<file path="src/rtl/morra_pkg.sv">
// rtl/morra_pkg.sv - shared types and constants for the rock-paper-scissors move acquisition stage
package morra_pkg;

  typedef logic [1:0] mossa_t;

  localparam mossa_t NESSUNA = 2'b00;
  localparam mossa_t SASSO   = 2'b01;
  localparam mossa_t CARTA   = 2'b10;
  localparam mossa_t FORBICE = 2'b11;

  typedef logic [1:0] esito_t;

  localparam esito_t IN_CORSO = 2'b00;
  localparam esito_t VINCE_A  = 2'b01;
  localparam esito_t VINCE_B  = 2'b10;
  localparam esito_t PAREGGIO = 2'b11;

  typedef enum logic [2:0] {
    FERMO,
    AVVIO,
    RACCOLTA,
    EMETTI,
    PAUSA
  } stato_t;

  // Counter width for a modulus n; never narrower than one bit.
  function automatic int larghezza(input int n);
    return (n < 2) ? 1 : $clog2(n);
  endfunction

endpackage

</file>
<file path="src/rtl/morra_slot_mossa.sv">
// rtl/morra_slot_mossa.sv - per-player move holding register with valid/ready handshake
module morra_slot_mossa
  import morra_pkg::*;
(
  input  logic   clk,
  input  logic   rst_n,
  input  mossa_t mossa_i,
  input  logic   valido_i,
  input  logic   abilita_i,
  input  logic   svuota_i,
  output logic   pronto_o,
  output logic   pieno_o,
  output logic   cattura_o,
  output logic   invalida_o,
  output mossa_t mossa_prossima_o
);

  mossa_t mossa_q, mossa_d;
  logic   pieno_q, pieno_d;
  logic   pronto_q, pronto_d;
  logic   trasferimento;

  assign trasferimento    = valido_i && pronto_q;
  assign cattura_o        = trasferimento && (mossa_i != NESSUNA);
  assign invalida_o       = trasferimento && (mossa_i == NESSUNA);
  assign mossa_prossima_o = cattura_o ? mossa_i : mossa_q;

  // Clearing wins over a same-cycle capture (new match, timeout, leaving collection).
  always_comb begin
    pieno_d = pieno_q;
    mossa_d = mossa_q;
    if (svuota_i) begin
      pieno_d = 1'b0;
      mossa_d = NESSUNA;
    end else if (cattura_o) begin
      pieno_d = 1'b1;
      mossa_d = mossa_i;
    end
    pronto_d = abilita_i && !pieno_d;
  end

  always_ff @(posedge clk or negedge rst_n) begin
    if (!rst_n) begin
      mossa_q  <= NESSUNA;
      pieno_q  <= 1'b0;
      pronto_q <= 1'b0;
    end else begin
      mossa_q  <= mossa_d;
      pieno_q  <= pieno_d;
      pronto_q <= pronto_d;
    end
  end

  assign pronto_o = pronto_q;
  assign pieno_o  = pieno_q;

endmodule

</file>
<file path="src/rtl/morra_acquisizione_mosse.sv">
// rtl/morra_acquisizione_mosse.sv - collects both players' moves and feeds the round/match FSM
module morra_acquisizione_mosse
  import morra_pkg::*;
#(
  parameter int TIMEOUT = 16,
  parameter int HOLDOFF = 2
) (
  input  logic       clk,
  input  logic       rst_n,
  input  logic [1:0] mossa_a,
  input  logic       valido_a,
  output logic       pronto_a,
  input  logic [1:0] mossa_b,
  input  logic       valido_b,
  output logic       pronto_b,
  input  logic       avvia,
  input  logic [3:0] cfg_manche,
  input  logic [1:0] partita,
  output logic [1:0] primo,
  output logic [1:0] secondo,
  output logic       inizia,
  output logic       scaduto,
  output logic       errore,
  output logic       bloccato
);

  localparam int TW = larghezza(TIMEOUT);
  localparam int HW = larghezza(HOLDOFF);

  stato_t        stato_q, stato_d;
  logic [TW-1:0] tmr_q, tmr_d;
  logic [HW-1:0] pausa_q, pausa_d;
  mossa_t        primo_q, primo_d;
  mossa_t        secondo_q, secondo_d;
  logic          inizia_q, inizia_d;
  logic          scaduto_q, scaduto_d;
  logic          errore_q, errore_d;
  logic          bloccato_q, bloccato_d;

  logic          abilita, svuota, scade;
  logic          pieno_a, cattura_a, invalida_a;
  logic          pieno_b, cattura_b, invalida_b;
  mossa_t        prossima_a, prossima_b;

  // Slots only hold moves while collecting; any exit or a timeout empties them.
  assign abilita = (stato_d == RACCOLTA);
  assign svuota  = (stato_d != RACCOLTA) || scade;

  morra_slot_mossa u_slot_a (
    .clk              (clk),
    .rst_n            (rst_n),
    .mossa_i          (mossa_a),
    .valido_i         (valido_a),
    .abilita_i        (abilita),
    .svuota_i         (svuota),
    .pronto_o         (pronto_a),
    .pieno_o          (pieno_a),
    .cattura_o        (cattura_a),
    .invalida_o       (invalida_a),
    .mossa_prossima_o (prossima_a)
  );

  morra_slot_mossa u_slot_b (
    .clk              (clk),
    .rst_n            (rst_n),
    .mossa_i          (mossa_b),
    .valido_i         (valido_b),
    .abilita_i        (abilita),
    .svuota_i         (svuota),
    .pronto_o         (pronto_b),
    .pieno_o          (pieno_b),
    .cattura_o        (cattura_b),
    .invalida_o       (invalida_b),
    .mossa_prossima_o (prossima_b)
  );

  always_comb begin
    stato_d = stato_q;
    tmr_d   = '0;
    pausa_d = '0;
    scade   = 1'b0;
    if (avvia) begin
      stato_d = AVVIO;
    end else begin
      case (stato_q)
        FERMO:  stato_d = FERMO;
        AVVIO:  stato_d = PAUSA;
        EMETTI: stato_d = PAUSA;
        PAUSA: begin
          if (pausa_q == HW'(HOLDOFF - 1)) begin
            stato_d = (partita == IN_CORSO) ? RACCOLTA : FERMO;
          end else begin
            pausa_d = pausa_q + 1'b1;
          end
        end
        RACCOLTA: begin
          // An opponent capture on the expiry cycle beats the timeout.
          if (partita != IN_CORSO) begin
            stato_d = FERMO;
          end else if ((pieno_a || cattura_a) && (pieno_b || cattura_b)) begin
            stato_d = EMETTI;
          end else if (pieno_a ^ pieno_b) begin
            if (tmr_q == TW'(TIMEOUT - 1)) begin
              scade = 1'b1;
            end else begin
              tmr_d = tmr_q + 1'b1;
            end
          end
        end
        default: stato_d = FERMO;
      endcase
    end
  end

  // Outputs are decoded from the next state so they line up with stato_q.
  always_comb begin
    primo_d    = NESSUNA;
    secondo_d  = NESSUNA;
    inizia_d   = (stato_d == AVVIO);
    bloccato_d = (stato_d == FERMO);
    scaduto_d  = scade;
    errore_d   = invalida_a || invalida_b;
    if (stato_d == AVVIO) begin
      primo_d   = cfg_manche[3:2];
      secondo_d = cfg_manche[1:0];
    end else if (stato_d == EMETTI) begin
      primo_d   = prossima_a;
      secondo_d = prossima_b;
    end
  end

  always_ff @(posedge clk or negedge rst_n) begin
    if (!rst_n) begin
      stato_q    <= FERMO;
      tmr_q      <= '0;
      pausa_q    <= '0;
      primo_q    <= NESSUNA;
      secondo_q  <= NESSUNA;
      inizia_q   <= 1'b0;
      scaduto_q  <= 1'b0;
      errore_q   <= 1'b0;
      bloccato_q <= 1'b1;
    end else begin
      stato_q    <= stato_d;
      tmr_q      <= tmr_d;
      pausa_q    <= pausa_d;
      primo_q    <= primo_d;
      secondo_q  <= secondo_d;
      inizia_q   <= inizia_d;
      scaduto_q  <= scaduto_d;
      errore_q   <= errore_d;
      bloccato_q <= bloccato_d;
    end
  end

  assign primo    = primo_q;
  assign secondo  = secondo_q;
  assign inizia   = inizia_q;
  assign scaduto  = scaduto_q;
  assign errore   = errore_q;
  assign bloccato = bloccato_q;

endmodule

</file>
<file path="config.mk">
export PLATFORM = sky130hd
export DESIGN_NAME = morra_acquisizione_mosse
export DESIGN_NICKNAME = d
export VERILOG_FILES = /design/src/rtl/morra_pkg.sv /design/src/rtl/morra_slot_mossa.sv /design/src/rtl/morra_acquisizione_mosse.sv
export SDC_FILE = /design/constraint.sdc
export NUM_CORES = 1
export LEC_CHECK = 0
export CORE_ASPECT_RATIO = 0.6
export CORE_MARGIN = 5
export CORE_UTILIZATION = 35
export CTS_CLUSTER_SIZE = 30
export DETAILED_ROUTE_END_ITERATION = 16
export GPL_ROUTABILITY_DRIVEN = 0
export SYNTH_ARGS = -nofsm -noshare
export SYNTH_HDL_FRONTEND = slang
export SYNTH_SLANG_ARGS = --single-unit
</file>
<file path="constraint.sdc">
create_clock -name clk -period 2.07 [get_ports clk]
set_clock_uncertainty 0.05 [all_clocks]
set_input_delay 0.621 -clock clk [delete_from_list [all_inputs] [get_ports clk]]
set_output_delay 0.621 -clock clk [all_outputs]
set_load 0.05 [all_outputs]
</file>
==> results of run 1 <==
final cells by class:
type / instances / area [sq um]
multi-input combinational: 65 / 467
sequential: 24 / 602
clock inverter: 1 / 30.0
timing repair buffer: 33 / 295
clock buffer: 3 / 41.3
inverter: 4 / 15.0
tap: 42 / 52.6
fill: 275 / 1430
flip-flops by register name, summed over array words and instances, names as in the netlist:
register,cells
tmr_q,4
stato_q,3
primo,2
secondo,2
u_slot_a.mossa_q,2
u_slot_b.mossa_q,2
bloccato,1
errore,1
inizia,1
pausa_q,1
scaduto,1
u_slot_a.pieno_o,1
u_slot_a.pronto_o,1
u_slot_b.pieno_o,1
u_slot_b.pronto_o,1
through the flow:
stage          setup slack [ps]  instance area, sq um  hold slack (ps)
2_1_floorplan               408                  1090              275
3_3_place_gp               -110                  1430              443
3_5_place_dp               -145                  1430              441
4_1_cts                     145                  1500              463
5_1_grt                    56.8                  1500              486
6_report                    151                  1500              469
power groups by stage:
| stage | logic (uW) | clock network (uW) | registers (uW) |
|---|---|---|---|
| 3_3_place_gp | 106 | 0 | 494 |
| 6_report | 106 | 409 | 485 |
| 4_1_cts | 108 | 418 | 485 |
| 2_1_floorplan | 14.3 | 0 | 516 |
| 5_1_grt | 114 | 433 | 486 |
| 3_5_place_dp | 107 | 0 | 495 |
cells in the mapped netlist (3+ instances only):
cell type	number	share of area, %
a21boi_0	4	2.8
o21ai_0	4	1.8
inv_1	4	1.4
nand3_1	5	2.3
nand2_1	6	2.1
a21oi_1	4	1.8
nor3b_1	4	2.8
nor2_1	7	2.4
or2_2	3	1.7
o21ai_1	4	1.8
dfrtp_1	23	53
metal layers:
metal | up-vias | routed length [um]
met3 | 0 | 126
met4 | 0 | 0
met2 | 20 | 1030
met1 | 398 | 1130
li1 | 408 | -
met5 | - | 0
worst max-delay path, delay by kind of cell:
| kind | cells | cell delay (ps) |
|---|---|---|
| buffers and inverters | 1 | 460 |
| and+or+nand+nor | 4 | 940 |
final timing paths:
| path | slack (ps) | start | end |
|---|---|---|---|
| worst max-delay path | 150 | partita[1] | u_slot_a.mossa_q[1] |
| worst min-delay path | 470 | tmr_q[0] | tmr_q[0] |
| worst max register to register | 490 | stato_q[0] | u_slot_a.mossa_q[1] |
| worst min register to register | 470 | tmr_q[0] | tmr_q[0] |
| max in group asynchronous | 1030 | rst_n | bloccato |
| min in group asynchronous | 650 | rst_n | pausa_q |
cells by family after synthesis:
| kind of cell | count (synthesis) | synth area share, % |
|---|---|---|
| buffers and inverters | 6 | 2.06 |
| and+or+nand+nor | 39 | 23.1 |
| adders and majority gates | 1 | 1.15 |
| xor gates and xnor gates | 2 | 1.61 |
| DFF | 24 | 55.2 |
| AOI/OAI and AO/OA | 23 | 17.0 |
==> impl_metrics.ini, run 1 <==
[outcome]
run_status = finished clean

[power_and_ir_drop]
switching_share_pct = 21.1
pwr-share-comb_pct = 10.6
power.density_nw_per_um2 = 665
internal_power_uw = 789
pwr-share-seq_pct = 48.5
leakage_uw = 0.000694
ir_drop_v = 0.000265
power_uw = 999
p_sw_uw = 211
clock_power_share_pct = 40.9

[job]
maxCapViolCount = 0

[layout]
drive_gt1_share_pct = 27.7
finish.utilization_pct = 51.3
final_cells = 172
layout.nets = 147
diodes = 0
final_common_cell = dfrtp_1
area_delta_synth_final_pct = 37.7
mostFrequentLayoutCells = dfrtp_1, buf_4, clkdlybuf4s50_1, nor2_1, nand2_1

[synthesis]
syn_avg_cell_area_sq_um = 11.5
yosysWarnings = 0
synthFlopType = dfrtp_1
ys_types = 35
async_flop_share_pct = 100
syn_area_sq_um = 1090
synth_edf_count = 0
syn_nets = 111
ys_seq_elements = 24
synth_cells = 95
seq_area_frac_synth_pct = 55.2

[cts]
clk_latency_ps = 270
clkSinkCount = 24
holdBufCountCts = 0
clockBufferDepth = 2
cts_setup_buffers = 0
clk_pin_slew_worst_paths_ps = 90
cts-root-buf = clkbuf_8
h-tree-depth = 1
cts_buffers = 3
cts_resized = 0
cts_tree = yes

[worst_setup_path]
crit_path_top_delay_cell = clkdlybuf4s50_1
path_max_fanout = 7
rr_worst_depth = 4
critPathCaptureType = flip-flop
required_ps = 2170
worstSetupPathType = input pin to flip-flop
start_kind = input pin
critical_path.max_stage_delay_ps = 460
arrival_ps = 2010
crit_chain = clkdlybuf4s50_1, nor4_4, nand4_1, nand2b_4, nor3b_1

[sta]
tightest_slew_ps = 357
post-route-min-period_ps = 1920
tns_ps = 0
timing.final.crit_share_pct = 92.7
max-slew-margin-rel_pct = 76.2
hold_viol = 0
setup_viol = 0
grt_setup_unrepaired = no
slew_violations = 0
fmax_mhz = 521

[die]
start_util_pct = 37.3
dieArea_sq_um = 4370
core_sq_um = 2930
die_w_um = 82.1
boundaryPins = 25
std_cell_rows = 15
die_y_um = 53.2

[worst_hold_path]
min_path_type = flip-flop to flip-flop
hold_depth = 1

[grt]
antenna_found_initial = 0
top_usage_layer = met2
grt-ovfl-total = 0
grt_max_degree = 25
grt_pass1_wl_mm = 3.54
track_usage_pct = 11.3
use_met3_pct = 4.42
grt_pass1_vias = 745
met1_usage_pct = 15.4
use_met2_pct = 16.4

[drt]
wl_per_cell_um = 13.3
drc = 0
vias = 826
dr.pass1.iters = 4
viasPerCell = 4.80
drt_wl_total_mm = 2.29
drt_iter0_markers = 33
ant_nets = 0

[place]
dp.cells = 168
io_buffer_count = 24
hpwl_mm = 1.84
(Power assumes the default switching activity.)
==> run 2, diff against run 1 <==
--- a/config.mk
+++ b/config.mk
@@ -5,7 +5,7 @@
 export SDC_FILE = /design/constraint.sdc
 export NUM_CORES = 1
 export LEC_CHECK = 0
-export CORE_ASPECT_RATIO = 0.6
+export CORE_ASPECT_RATIO = 1.5
 export CORE_MARGIN = 5
 export CORE_UTILIZATION = 35
 export CTS_CLUSTER_SIZE = 30
==> run 2 against run 1 <==
  * Worst hold slack worse by 9.2 ps
  * Clock power decreased by 34%
  * First-iteration DRC count shrank 88%
  * Total power decreased by 14%
  * Critical path type unchanged
  * Highest routed layer is now met4
==> impl_metrics.ini, run 2 (synthesis gave the netlist of run 1 again) <==
[worst_setup_path]
critPathCaptureType = flip-flop
r2r_end = u_slot_b.mossa_q[1]
rr_worst_depth = 5
start_kind = input pin
r2r-start = tmr_q[0]
required_ps = 2190
path_max_fanout = 8
arrival_ps = 2020
r2r_slack_ps = 530
critical_path.startpoint = mossa_a[1]
worstSetupEndpoint = u_slot_b.mossa_q[1]
worstSetupPathType = input pin to flip-flop

[power_and_ir_drop]
leakage_uw = 0.000686
ir_drop_v = 0.000295
power.density_nw_per_um2 = 583

[layout]
fin_area_sq_um = 1480
regMostFlops = tmr_q
area_delta_synth_final_pct = 35.7
mostFrequentLayoutCells = dfrtp_1, buf_4, clkdlybuf4s50_1, nor2_1, nand2_1
drive_gt1_share_pct = 27.5
final_common_cell = dfrtp_1
largest_reg_flops = 4
finish.utilization_pct = 50.3
layout.nets = 148
reg.largest.list = tmr_q: 4 flops, stato_q: 3 flops
diodes = 0
final_cells = 170

[cts]
clk_latency_ps = 260
cts_buffers = 3
cts-root-buf = clkbuf_8
h-tree-depth = 1
holdBufCountCts = 0
cts_tree = yes
cts_setup_buffers = 0
clkSinkCount = 24
clockBufferDepth = 2
clk_pin_slew_worst_paths_ps = 80
cts_resized = 0

[place]
dp.cells = 166
placed_area_sq_um = 1440
hpwl_mm = 1.72
io_buffer_count = 24
post-place-ws_ps = -103

[grt]
track_usage_pct = 10.9
antenna_found_initial = 0
use_met2_pct = 20.3
use_met3_pct = 2.46
grt_pass1_wl_mm = 3.72
met1_usage_pct = 11.4
grt_max_degree = 25
grt-ovfl-total = 0
top_usage_layer = met2
grt_pass1_vias = 843

[die]
core_sq_um = 2940
dieArea_sq_um = 4360
start_util_pct = 37.1
boundaryPins = 25
die_w_um = 55.6
die_y_um = 78.4
std_cell_rows = 24

[worst_hold_path]
min_path_type = flip-flop to flip-flop
min-delay-start = tmr_q[0]

[drt]
wl_per_cell_um = 13.1
drt_wl_total_mm = 2.23
drt_iter0_markers = 4
drc = 0
vias = 812
ant_nets = 0
viasPerCell = 4.78
dr.pass1.iters = 4

[sta]
max-slew-margin-rel_pct = 75.3
post-route-min-period_ps = 1900
hold_ws_ps = 460
tightest_slew_ps = 366
setup_viol = 0
hold_viol = 0
timing.final.crit_share_pct = 91.8
fmax_mhz = 526
slew_violations = 0
setup_ws_ps = 170
grt_setup_unrepaired = no

[outcome]
run_status = finished clean

[job]
maxCapViolCount = 0
-- run 2: cell count changes in the layout (fill, tap and decap cells not counted), sizes merged --
cell	delta
buf	+1
bufinv	-1
clkbuf	+1
-- run 2: worst min-delay path by stage --
| stage | end | slack [ps] | cells past startpoint |
|---|---|---|---|
| floorplan | errore | 280 | 0 |
| global placement | tmr_q[0] | 450 | 1 |
| detailed placement | tmr_q[0] | 450 | 1 |
| CTS | tmr_q[0] | 460 | 1 |
| global route | pausa_q | 500 | 2 |
| finish | tmr_q[0] | 460 | 1 |
-- run 2: routing by layer --
layer  part of all wire [%]  wire, um
met3                    5.9       131
met4                   0.76        17
met2                     54      1200
met5                      0         0
met1                     40       885
-- run 2: worst max-delay path: stages --
cell             delay (ps)
clkdlybuf4s50_1         450
o211a_4                 280
o22ai_4                 250
o21ai_2                 170
nor3b_1                 250
-- run 2: metrics by stage --
stage	setup TNS [ps]	power, uW
finish	0	862
global route	0	909
CTS	0	880
detailed placement	-919	603
global placement	-489	601
floorplan	0	531
-- run 2: report_power, final --
part,switching (uW),internal (uW)
combinational,55.1,52.3
clock,133,137
sequential,5.63,479
-- run 2: cell type report --
cell class                 count  area (sq um)
multi-input combinational     65           467
timing repair buffer          34           303
tap                           39          48.8
fill                         299          1460
inverter                       4          15.0
sequential                    24           602
clock buffer                   4          45.0
==> run 3, diff against run 2 <==
--- a/config.mk
+++ b/config.mk
@@ -10,7 +10,6 @@
 export CORE_UTILIZATION = 35
 export CTS_CLUSTER_SIZE = 30
 export DETAILED_ROUTE_END_ITERATION = 16
-export GPL_ROUTABILITY_DRIVEN = 0
 export SYNTH_ARGS = -nofsm -noshare
 export SYNTH_HDL_FRONTEND = slang
 export SYNTH_SLANG_ARGS = --single-unit
==> constraint.sdc (replaced) <==
create_clock -name clk -period 1.6 [get_ports clk]
set_clock_uncertainty 0.05 [all_clocks]
set_input_delay 0.48 -clock clk [delete_from_list [all_inputs] [get_ports clk]]
set_output_delay 0.48 -clock clk [all_outputs]
set_load 0.05 [all_outputs]
==> run 3 against run 2 <==
  * Setup slack got worse by 93 ps
  * First-iteration DRC count increased to 2.8 times the previous value
  * Worst hold slack improved by 36 ps
  * Flip-flop and latch count unchanged
  * Sequential share of layout area decreased by 4.1 points
  * Count of clock-buffer cells in the layout unchanged
  * Die area unchanged
  * Utilization increased by 5.9 points
  * Routed wire length increased by 5.6%
  * Non-clock buffer count increased by 5
  * Total power increased by 38%
  * Critical path type unchanged
  * Critical endpoint is now u_slot_a.mossa_q[0]
==> impl_metrics.ini, run 3 (synthesis gave the netlist of run 1 again) <==
[die]
boundaryPins = 25
std_cell_rows = 24
core_sq_um = 2940
die_y_um = 78.4
die_w_um = 55.6
start_util_pct = 37.1
dieArea_sq_um = 4360

[grt]
antenna_found_initial = 0
grt_pass1_vias = 870
grt-ovfl-total = 0
track_usage_pct = 11.7
grt_pass1_wl_mm = 4.05
grt_max_degree = 25

[sta]
hold_viol = 0
max-slew-margin-rel_pct = 67.5
post-route-min-period_ps = 1520
fmax_mhz = 657
grt_setup_unrepaired = no
hold_ws_ps = 496
setup_ws_ps = 77.0
slew_violations = 0
tightest_slew_ps = 483
tns_ps = 0
timing.final.crit_share_pct = 95.2
setup_viol = 0

[layout]
fin_area_sq_um = 1650
area_delta_synth_final_pct = 51.6
mostFrequentLayoutCells = dfrtp_1, buf_4, buf_12
diodes = 0
final_common_cell = dfrtp_1
largest_reg_flops = 4
layout.nets = 153
regMostFlops = tmr_q
reg.largest.list = tmr_q: 4 flops, stato_q: 3 flops
drive_gt1_share_pct = 35.3

[place]
io_buffer_count = 24
hpwl_mm = 1.80
post-place-ws_ps = -436
place.gp.congestion = 0.719
placed_area_sq_um = 1560

[outcome]
run_status = finished clean

[job]
maxCapViolCount = 0

[drt]
dr.pass1.iters = 4
drt_iter0_markers = 11
ant_nets = 0
drc = 0
vias = 854
viasPerCell = 4.88
drt_wl_total_mm = 2.36
wl_per_cell_um = 13.5

[cts]
cts-root-buf = clkbuf_8
clk_pin_slew_worst_paths_ps = 80
holdBufCountCts = 0
clockBufferDepth = 2
clkSinkCount = 24
cts_buffers = 3
clk_latency_ps = 270
cts_tree = yes
h-tree-depth = 1

[worst_setup_path]
path_depth = 5
required_ps = 1690
path_max_fanout = 7
arrival_ps = 1610
rr_worst_depth = 4
r2r_slack_ps = 100
crit_chain = dlygate4sd2_1, nor4_4, nand4_1, nand2b_4, nor3b_2
critical_path.max_stage_delay_ps = 340
start_kind = input pin
worstSetupPathType = input pin to flip-flop
critPathCaptureType = flip-flop
crit_path_top_delay_cell = nor4_4
critPathTopFamily = simple AND/OR/NAND/NOR gates
path_buf_inv = 1

[power_and_ir_drop]
leakage_uw = 0.000753
ir_drop_v = 0.000578
power_uw = 1190
power.density_nw_per_um2 = 717

[worst_hold_path]
min_path_type = flip-flop to flip-flop
hold_depth = 2
run 3: cell count changes in the layout (fill, tap and decap cells not counted), moves of 2 or more:
cell             before  now
buf_12                1   10
buf_4                19   14
clkdlybuf4s15_1       0    3
clkdlybuf4s50_1      14    5
dfrtp_1              23   21
dfrtp_2               0    2
dlygate4sd2_1         0    6
o21ai_1               4    2
o21ai_2               1    3
run 3: stage by stage:
step                      util (%)  instances
final                         56.2        175
after global placement        52.9        167
after global routing          56.2        175
after floorplan                  -         95
after detailed placement      52.9        167
after CTS                     55.7        174
run 3: timing repair:
item	CTS	global route
setup buffers	3	1
gates cloned	0	0
pin swaps	10	7
resized for setup	13	4
endpoints found under the setup margin	18	11
run 3: final timing paths:
path / start / end
worst max-delay path: partita[1] / u_slot_a.mossa_q[0]
worst min-delay path: pausa_q / pausa_q
worst max register to register: stato_q[0] / u_slot_a.mossa_q[1]
worst min register to register: pausa_q / pausa_q
max in group asynchronous: rst_n / bloccato
min in group asynchronous: rst_n / u_slot_a.mossa_q[0]
run 3: area by class of cell:
cell class | count | area (sq um)
fill | 271 | 1290
sequential | 24 | 604
multi-input combinational | 65 | 482
timing repair buffer | 39 | 449
clock buffer | 4 | 55.1
tap | 39 | 48.8
inverter | 4 | 15.0
run 3: worst register-to-register path, cell delays in order (launching register included):
cell and delay (ps):
dfrtp_1 450, nor4bb_1 410, o21a_4 180, o21ai_2 110, nor3b_1 210
run 3: where the power goes:
| group | switching (uW) | internal, uW |
|---|---|---|
| Clock | 187 | 220 |
| Combinational | 71.5 | 77.0 |
| Sequential | 11.3 | 620 |
| Total | 270 | 916 |
run 3: per-layer routing:
layer	vias up	part of all wire [%]	track usage [%]
met4	0	2.0	5.84
met2	21	54	21.1
met1	408	38	12.7
met5	-	0	0
met3	5	6.3	2.96
li1	420	-	-
